## config.mk

```make
export PLATFORM = sky130hd
export DESIGN_NAME = accessor
export DESIGN_NICKNAME = d
export VERILOG_FILES = /design/src/rtl/cpu_pkg.sv /design/src/rtl/load_extend.sv /design/src/rtl/accessor.sv
export SDC_FILE = /design/constraint.sdc
export NUM_CORES = 1
export LEC_CHECK = 0
export ABC_AREA = 1
export CELL_PAD_IN_SITES_DETAIL_PLACEMENT = 1
export CELL_PAD_IN_SITES_GLOBAL_PLACEMENT = 2
export CORE_MARGIN = 8
export CORE_UTILIZATION = 24
export CTS_BUF_LIST = sky130_fd_sc_hd__clkbuf_4 sky130_fd_sc_hd__clkbuf_8 sky130_fd_sc_hd__clkbuf_16
export DETAILED_ROUTE_END_ITERATION = 12
export MAX_ROUTING_LAYER = met4
export PLACE_DENSITY = 0.9
export SKIP_LAST_GASP = 1
export SLEW_MARGIN = 20
export SYNTH_ARGS = -nofsm -noshare
export SYNTH_HDL_FRONTEND = slang
export SYNTH_SLANG_ARGS = --single-unit
```

## constraint.sdc

```tcl
create_clock -name clk -period 4.15 [get_ports clk]
set_input_delay 0.415 -clock clk [delete_from_list [all_inputs] [get_ports clk]]
set_output_delay 0.415 -clock clk [all_outputs]
set_load 0.01 [all_outputs]
```

## src/rtl/cpu_pkg.sv

```systemverilog
// Shared little-cpu types: memory op/width encodings, accessor FSM states,
// and small helpers for sub-word address handling.
package cpu_pkg;

  typedef enum logic [1:0] {
    MEM_NONE  = 2'd0,
    MEM_LOAD  = 2'd1,
    MEM_STORE = 2'd2
  } mem_op_t;

  typedef enum logic [1:0] {
    WIDTH_BYTE = 2'd0,
    WIDTH_HALF = 2'd1,
    WIDTH_WORD = 2'd2
  } mem_width_t;

  typedef enum logic {
    ST_IDLE = 1'b0,
    ST_BUS  = 1'b1
  } accessor_state_t;

  // Offset the access actually uses: misaligned halves/words round down.
  function automatic logic [1:0] aligned_offset(mem_width_t width, logic [1:0] addr_lo);
    case (width)
      WIDTH_BYTE: aligned_offset = addr_lo;
      WIDTH_HALF: aligned_offset = {addr_lo[1], 1'b0};
      default:    aligned_offset = 2'b00;
    endcase
  endfunction

  function automatic logic is_misaligned(mem_width_t width, logic [1:0] addr_lo);
    case (width)
      WIDTH_BYTE: is_misaligned = 1'b0;
      WIDTH_HALF: is_misaligned = addr_lo[0];
      default:    is_misaligned = (addr_lo != 2'b00);
    endcase
  endfunction

endpackage

```

## src/rtl/load_extend.sv

```systemverilog
// Load data extraction: selects the addressed byte/half/word lane from the
// bus read word and sign- or zero-extends it to 32 bits.
module load_extend
  import cpu_pkg::*;
(
  input  logic [31:0] rdata_i,
  input  logic [1:0]  offset_i,
  input  mem_width_t  width_i,
  input  logic        unsigned_i,
  output logic [31:0] result_o
);

  logic [31:0] shifted;

  assign shifted = rdata_i >> {offset_i, 3'b000};

  always_comb begin
    case (width_i)
      WIDTH_BYTE: result_o = unsigned_i ? {24'h0, shifted[7:0]}
                                        : {{24{shifted[7]}}, shifted[7:0]};
      WIDTH_HALF: result_o = unsigned_i ? {16'h0, shifted[15:0]}
                                        : {{16{shifted[15]}}, shifted[15:0]};
      default:    result_o = shifted;
    endcase
  end

endmodule

```

## src/rtl/accessor.sv

```systemverilog
// Memory-access pipeline stage: runs loads/stores over a valid/ready data bus
// and emits one-cycle results to writeback. Optional: ACCESSOR_MISALIGN_TRAP_EN.
module accessor
  import cpu_pkg::*;
#(
  parameter int XLEN = 32
) (
  input  logic            clk,
  input  logic            reset_n,
  input  logic            executor_valid,
  output logic            accessor_ready,
  input  logic [4:0]      executor_rd,
  input  logic [XLEN-1:0] executor_rd_data,
  input  logic [1:0]      executor_mem_op,
  input  logic [1:0]      executor_mem_width,
  input  logic            executor_mem_unsigned,
  input  logic [XLEN-1:0] executor_mem_addr,
  input  logic [XLEN-1:0] executor_mem_data,
  output logic            mem_valid,
  input  logic            mem_ready,
  output logic [XLEN-1:0] mem_addr,
  output logic [3:0]      mem_wstrb,
  output logic [XLEN-1:0] mem_wdata,
  input  logic [XLEN-1:0] mem_rdata,
  output logic            accessor_valid,
  output logic [4:0]      accessor_rd,
`ifdef ACCESSOR_MISALIGN_TRAP_EN
  output logic            accessor_trap,
`endif
  output logic [XLEN-1:0] accessor_rd_data
);

  accessor_state_t state_q, state_d;

  logic            mem_valid_q, mem_valid_d;
  logic [XLEN-1:0] mem_addr_q,  mem_addr_d;
  logic [3:0]      mem_wstrb_q, mem_wstrb_d;
  logic [XLEN-1:0] mem_wdata_q, mem_wdata_d;

  logic [4:0]      rd_q,   rd_d;
  mem_width_t      width_q, width_d;
  logic            uns_q,  uns_d;
  logic [1:0]      off_q,  off_d;

  logic            out_valid_q, out_valid_d;
  logic [4:0]      out_rd_q,    out_rd_d;
  logic [XLEN-1:0] out_data_q,  out_data_d;

`ifdef ACCESSOR_MISALIGN_TRAP_EN
  logic            trap_q, trap_d;
  logic            misaligned;
`endif

  mem_op_t         op_in;
  mem_width_t      width_in;
  logic [1:0]      off_in;
  logic [3:0]      store_strb;
  logic [XLEN-1:0] store_data;
  logic [31:0]     load_result;

  assign op_in    = mem_op_t'(executor_mem_op);
  assign width_in = mem_width_t'(executor_mem_width);
  assign off_in   = aligned_offset(width_in, executor_mem_addr[1:0]);

`ifdef ACCESSOR_MISALIGN_TRAP_EN
  assign misaligned = is_misaligned(width_in, executor_mem_addr[1:0]);
`endif

  // Store lanes: replicate data across the word so the strobes pick the lane.
  always_comb begin
    case (width_in)
      WIDTH_BYTE: begin
        store_strb = 4'b0001 << off_in;
        store_data = {4{executor_mem_data[7:0]}};
      end
      WIDTH_HALF: begin
        store_strb = 4'b0011 << off_in;
        store_data = {2{executor_mem_data[15:0]}};
      end
      default: begin
        store_strb = 4'b1111;
        store_data = executor_mem_data;
      end
    endcase
  end

  load_extend u_load_extend (
    .rdata_i    (mem_rdata),
    .offset_i   (off_q),
    .width_i    (width_q),
    .unsigned_i (uns_q),
    .result_o   (load_result)
  );

  // NOTE: every signal written here gets a default first, so no path can
  // leave one unassigned and infer a latch.
  always_comb begin
    state_d     = state_q;
    mem_valid_d = mem_valid_q;
    mem_addr_d  = mem_addr_q;
    mem_wstrb_d = mem_wstrb_q;
    mem_wdata_d = mem_wdata_q;
    rd_d        = rd_q;
    width_d     = width_q;
    uns_d       = uns_q;
    off_d       = off_q;
    out_valid_d = 1'b0;
    out_rd_d    = out_rd_q;
    out_data_d  = out_data_q;
`ifdef ACCESSOR_MISALIGN_TRAP_EN
    trap_d      = 1'b0;
`endif

    case (state_q)
      ST_IDLE: begin
        if (executor_valid) begin
          if (op_in != MEM_LOAD && op_in != MEM_STORE) begin
            out_valid_d = 1'b1;
            out_rd_d    = executor_rd;
            out_data_d  = executor_rd_data;
          end
`ifdef ACCESSOR_MISALIGN_TRAP_EN
          else if (misaligned) begin
            out_valid_d = 1'b1;
            out_rd_d    = 5'd0;
            out_data_d  = executor_mem_addr;
            trap_d      = 1'b1;
          end
`endif
          else begin
            mem_valid_d = 1'b1;
            mem_addr_d  = {executor_mem_addr[XLEN-1:2], 2'b00};
            mem_wstrb_d = (op_in == MEM_STORE) ? store_strb : 4'b0000;
            mem_wdata_d = (op_in == MEM_STORE) ? store_data : '0;
            // Stores retire to x0 so writeback needs no special case.
            rd_d        = (op_in == MEM_STORE) ? 5'd0 : executor_rd;
            width_d     = width_in;
            uns_d       = executor_mem_unsigned;
            off_d       = off_in;
            state_d     = ST_BUS;
          end
        end
      end

      ST_BUS: begin
        if (mem_ready) begin
          mem_valid_d = 1'b0;
          out_valid_d = 1'b1;
          out_rd_d    = rd_q;
          out_data_d  = (mem_wstrb_q == 4'b0000) ? load_result : '0;
          state_d     = ST_IDLE;
        end
      end

      default: state_d = ST_IDLE;
    endcase
  end

  // NOTE: sequential state uses non-blocking assignments so every register
  // samples the pre-edge values regardless of statement order.
  always_ff @(posedge clk or negedge reset_n) begin
    if (!reset_n) begin
      state_q     <= ST_IDLE;
      mem_valid_q <= 1'b0;
      mem_addr_q  <= '0;
      mem_wstrb_q <= 4'b0000;
      mem_wdata_q <= '0;
      rd_q        <= 5'd0;
      width_q     <= WIDTH_BYTE;
      uns_q       <= 1'b0;
      off_q       <= 2'b00;
      out_valid_q <= 1'b0;
      out_rd_q    <= 5'd0;
      out_data_q  <= '0;
`ifdef ACCESSOR_MISALIGN_TRAP_EN
      trap_q      <= 1'b0;
`endif
    end else begin
      state_q     <= state_d;
      mem_valid_q <= mem_valid_d;
      mem_addr_q  <= mem_addr_d;
      mem_wstrb_q <= mem_wstrb_d;
      mem_wdata_q <= mem_wdata_d;
      rd_q        <= rd_d;
      width_q     <= width_d;
      uns_q       <= uns_d;
      off_q       <= off_d;
      out_valid_q <= out_valid_d;
      out_rd_q    <= out_rd_d;
      out_data_q  <= out_data_d;
`ifdef ACCESSOR_MISALIGN_TRAP_EN
      trap_q      <= trap_d;
`endif
    end
  end

  assign accessor_ready   = (state_q == ST_IDLE);
  assign mem_valid        = mem_valid_q;
  assign mem_addr         = mem_addr_q;
  assign mem_wstrb        = mem_wstrb_q;
  assign mem_wdata        = mem_wdata_q;
  assign accessor_valid   = out_valid_q;
  assign accessor_rd      = out_rd_q;
  assign accessor_rd_data = out_data_q;
`ifdef ACCESSOR_MISALIGN_TRAP_EN
  assign accessor_trap    = trap_q;
`endif

endmodule

```

======== Word level (Yosys, flattened, before mapping) ========
Index checks and enable logic that the tools add are counted.
storage, ports and cells
  input port bits ......................... 142
  register bits ........................... 116
  logic and storage cells ................. 63
cells by class
  shifts and indexed selects .............. 3
  bitwise gates (word level) .............. 2
  reductions and logical operators ........ 7
  equal/unequal tests ..................... 9
  mux-type cells .......................... 30
operators by type and width
  kind                                                    number
  2-to-1 mux 32 bit                                       7
  case mux 32 bit (2 select lines)                        3
  right shift 32 x 5 -> 32 bit                            1
  2-to-1 mux 5 bit                                        4
  case mux 5 bit (2 select lines)                         1
  2-to-1 mux 1 bit                                        9
  AND reduction 3 bit                                     3
  inequality test 2 bit (second input constant)           4
  case mux 4 bit (2 select lines)                         1
  case mux 1 bit (2 select lines)                         3
  == test 2 x 1 -> 1 bit (second input constant)          2
  logical NOT 2 bit                                       2
  logical NOT 4 bit                                       1
  2-to-1 mux 4 bit                                        1
  inequality test 2 x 1 -> 1 bit (second input constant)  2
  case mux 2 bit (2 select lines)                         1
  left shift 1 x 2 -> 4 bit (first input constant)        1
  left shift 2 x 2 -> 4 bit (first input constant)        1
  == test 2 bit (second input constant)                   1
  inverter 1 bit                                          2
  logical AND 1 bit                                       1

======== Longest topological paths before layout ========
  depth in word-level cells ............... 6
  gate-level depth with buffers ........... 10

======== By module ========
Synthesis repeated with hierarchy kept, for this count alone.
second synthesis, totals
  cells, all modules ...................... 888
  area total of the unflattened synthesis .. 6531.3 um^2
by module, submodules not included
  module       cells each  times used  area each (um^2)  seq. area each (um^2)
  accessor     714         1           5627.9            2902.8
  load_extend  174         1           903.4             0.0

======== Worst setup path before layout ========
OpenSTA, ideal clock, no wires.
  path kind ............................... input to register
  start point ............................. input port executor_mem_op[0]
  end point ............................... register mem_wstrb_q[1], in the netlist mem_wstrb[1]
  required time ........................... 4.020 ns
  stages .................................. 8
  buffers on the path ..................... 2
  arrival time ............................ 1.428 ns
  slack ................................... 2.592 ns
  cells stage by stage .................... inv_1 > ha_1 > nor2_8 > inv_2 > buf_6 > buf_2 > nand2_1 > o31ai_1
on the way
  word-level cells in the longest chain between the ends .. 4
ends and longest elaborated chain
  element                                                                         RTL line         source
  start, declared                                                                 accessor.sv:14   input logic [1:0] executor_mem_op,
  inequality test 2 x 1 -> 1 bit / inequality test 2 bit (equally long branches)  accessor.sv:117  if (op_in != MEM_LOAD && op_in != MEM_STORE) begin
  logical AND 1 bit                                                               accessor.sv:117
  inverter 1 bit (no line)                                                        n/a
  AND reduction 3 bit (no line)                                                   n/a
  end signal, assigned                                                            accessor.sv:182  mem_wstrb_q <= mem_wstrb_d;
  end, declared                                                                   accessor.sv:37   logic [3:0] mem_wstrb_q, mem_wstrb_d;
Parallel ways exist; a longest one is shown, timed or not.
A chain may end at the register's enable or synchronous reset.

======== Worst setup path in the final report ========
  start point ............................. register off_q[0]
  end point ............................... register out_data_q[23], in the netlist accessor_rd_data[23]
on the way
  word-level cells in the longest chain between the ends .. 6
ends and longest elaborated chain
  element                                      RTL line                              source
  start, declared                              accessor.sv:43                        logic [1:0] off_q, off_d;
  start signal, assigned                       accessor.sv:171                       off_q <= 2'b00;
  start signal, assigned                       accessor.sv:187                       off_q <= off_d;
  right shift 32 x 5 -> 32 bit (*)             load_extend.sv:15                     assign shifted = rdata_i >> {offset_i, 3'b000};
  2-to-1 mux 32 bit, on equally long branches  load_extend.sv:21, load_extend.sv:19
  case mux 32 bit (2 select lines) (*)         load_extend.sv:18                     case (width_i)
  2-to-1 mux 32 bit (*)                        accessor.sv:150                       out_data_d = (mem_wstrb_q == 4'b0000) ? load_result : '0;
  2-to-1 mux 32 bit (*)                        accessor.sv:146                       if (mem_ready) begin
  case mux 32 bit (2 select lines) (*)         accessor.sv:114                       case (state_q)
  end signal, assigned                         accessor.sv:190                       out_data_q <= out_data_d;
  end, declared                                accessor.sv:47                        logic [XLEN-1:0] out_data_q, out_data_d;
Mark *: on every way between the ends. The rest lies on a longest branch, timed or not. The select of a mux whose other input is x is not followed.

==> metrics.txt <==
Mapped Cells 744; Leakage 0.00403 uW; Worst-path clk slew 0.06 ns; DIE AREA 0.0291 mm2; largest net degree at the start of global routing 91; crit-path cells buf_4 -> clkinv_2 -> nand2_1 -> nand3_1 -> nand3_4 -> nand3_4 -> nand2_1 -> a21oi_1; TritonRoute pass-1 iters 4; Tcrit/Tclk final 0.523; share of layout cells above drive strength 1 0.0579; maxcap violations 0; Die W 170 um; DR WL/cell 17.7 um; post-DP HPWL 17100 um; slew at the pin closest to its max-slew limit 0.884 ns; Resized cells post-CTS 0; YS warnings 0; H-Tree Depth 4; status completed; clock buffer count from CTS 17; Seq/Total Area, Yosys 0.507; antenna violations before repair 0; CTS Hold Buffers Added 0; row cnt 56; layout filler cell count 2819; CTS tree done; synthesized area per cell around 7.7 um2; fmax approximately 460 MHz; Final min period 2.17 ns; Synth Cell Area 0.00573 mm2; top post-synthesis cells by area dfrtp_1 51%, nand2_1 18%, a21oi_1 7.8%; clk buf depth 2; final count of hold timing violations 0; Synth Register Bits 116; logic gate share of total power 0.354; sw frac 0.341; Total Power about 4900 uW; relative slew slack 0.411; Largest stage delay, worst path 0.45 ns; total wire length 23100 um; GRT Overall Usage 0.166; commonest non-fill, non-tap cell in the layout nand2_1; required time worst endpoint 4.44 ns; Vias per Instance 4.49; Die Ht 170 um; pwr/cell area 538 mW/mm2; area grow syn2layout 57.6%; clk_skew about 0.01 ns; global-route wire length before repair 36300 um; Max Fanout on Critical Path 33; setup TNS 0 ns; Sink Count 116; startpoint types register; GR Overflow Total 0; routability congestion estimate 0.816; Synth top area share 0.507; Hold WC Path Type input port to async pin; DRC 0; Starting Density 0.244; CP top delay family simple AND/OR/NAND/NOR gates; Cell variety after synth 29; area leader, netlist dfrtp_1; unrepaired setup endpoints after global routing no; Root Buffer Master clkbuf_16; vias 5856; Crit Path Category register to register; endpoints failing setup 0; Worst setup EP type register; P_sw about 1700 uW; Crit-path slowest cell clkinv_2; # IOs 250; Internal about 3200 uW; CP bufs+invs 2; Worst VDD drop 0.000262 V; Reg power frac 0.332; Clock Power Share 0.314; crit path DAT 2.46 ns; final net count 1115; commonest non-fill, non-tap cells in the layout 278 x nand2_1, 246 x clkdlybuf4s50_1, 116 x dfrtp_1; vias in the first global route 6502; Worst-Skew Late Latency 0.42 ns; Post-DRT Antenna Nets 0; Max Slew Vio Count 0; setup bufs post-CTS 0; violation count after the first detailed-route iteration about 250; core area 0.0235 mm2; port bufs ~250
## sequential cells by signal (all words and copies together) (netlist names)
| name | count |
|---|---|
| width_q | 2 |
| accessor_rd_data | 32 |
| rd_q | 5 |
| off_q | 2 |
| mem_addr | 30 |
| uns_q | 1 |
| mem_wdata | 32 |
| accessor_rd | 5 |
| mem_valid | 1 |
| accessor_valid | 1 |
| mem_wstrb | 4 |
| state_q | 1 |
## synth_stat cells, drive strengths merged
cell and instances:
conb 1, nand2 279, nor3 9, nand3 35, dfrtp 116, o211ai 7, a31oi 5, nand4 1
o31ai 3, clkinv 1, inv 34, ha 1, a21oi 90, o21ai 61, nor2 53, clkbuf 14
buf 34
## logic make-up (layout without fill, tap and decap cells)
group                    after synthesis  count (layout)  synth area share
buffers and inverters                 83             322            0.0691
AND/OR/NAND/NOR                      377             377             0.270
adder cells (fa/ha/maj)                1               1           0.00218
other                                  1               3          0.000655
flip-flops                           116             116             0.507
AO/OA/AOI/OAI                        166             166             0.151
## worst paths after layout
check | from | end | slack [ns] | depth (start not counted)
setup / recovery | off_q[0]$_DFFE_PN0P_ | accessor_rd_data[23]$_DFFE_PN0P_ | 1.98 | 8
hold reg to reg | mem_addr[24]$_DFFE_PN0P_ | mem_addr[24]$_DFFE_PN0P_ | 0.47 | 2
max in group asynchronous | reset_n | accessor_valid$_DFF_PN0_ | 3.10 | 2
setup reg to reg | off_q[0]$_DFFE_PN0P_ | accessor_rd_data[23]$_DFFE_PN0P_ | 1.98 | 8
hold / removal | reset_n | accessor_rd_data[1]$_DFFE_PN0P_ | 0.09 | 1
min in group clk | mem_addr[24]$_DFFE_PN0P_ | mem_addr[24]$_DFFE_PN0P_ | 0.47 | 2
## stage by stage
| step | hold WS [ns] | std cells | utilization | area, um2 | worst slack [ns] |
|---|---|---|---|---|---|
| finish | 0.0922 | 1304 | 0.384 | 9020 | 1.98 |
| global route | 0.141 | 1303 | 0.384 | 9020 | 1.68 |
| CTS | 0.111 | 1303 | 0.384 | 9020 | 1.93 |
| detailed placement | 0.462 | 1272 | 0.358 | 8410 | 1.51 |
| global placement | 0.454 | 1272 | 0.358 | 8410 | 1.58 |
| floorplan | 0.119 | 745 | - | 5730 | 2.59 |
## power groups by stage
stage | registers, uW | logic (uW) | clock network (uW)
floorplan | 1720 | 716 | 0
global placement | 1620 | 1720 | 0
detailed placement | 1630 | 1750 | 0
CTS | 1620 | 1760 | 1570
global route | 1650 | 1910 | 1620
finish | 1610 | 1720 | 1520
## metal layers
metal | routed length, um | part of all wire | track usage
met1 | 10200 | 0.44 | 0.198
met2 | 10700 | 0.46 | 0.261
met3 | 2030 | 0.088 | 0.0607
met4 | 219 | 0.0095 | 0.0416
met5 | 0 | 0 | -
## final cells by class
type | instances | area, um2 | area share
Tap cell | 319 | 399 | 0.0442
Multi-Input combinational cell | 546 | 2440 | 0.270
Timing Repair Buffer | 256 | 2540 | 0.282
Clock inverter | 14 | 179 | 0.0198
Antenna cell | 1 | 2.50 | 0.000277
Sequential cell | 116 | 2900 | 0.322
Inverter | 35 | 133 | 0.0147
Clock buffer | 17 | 425 | 0.0472
No activity file was read; power rests on OpenSTA's default activity.
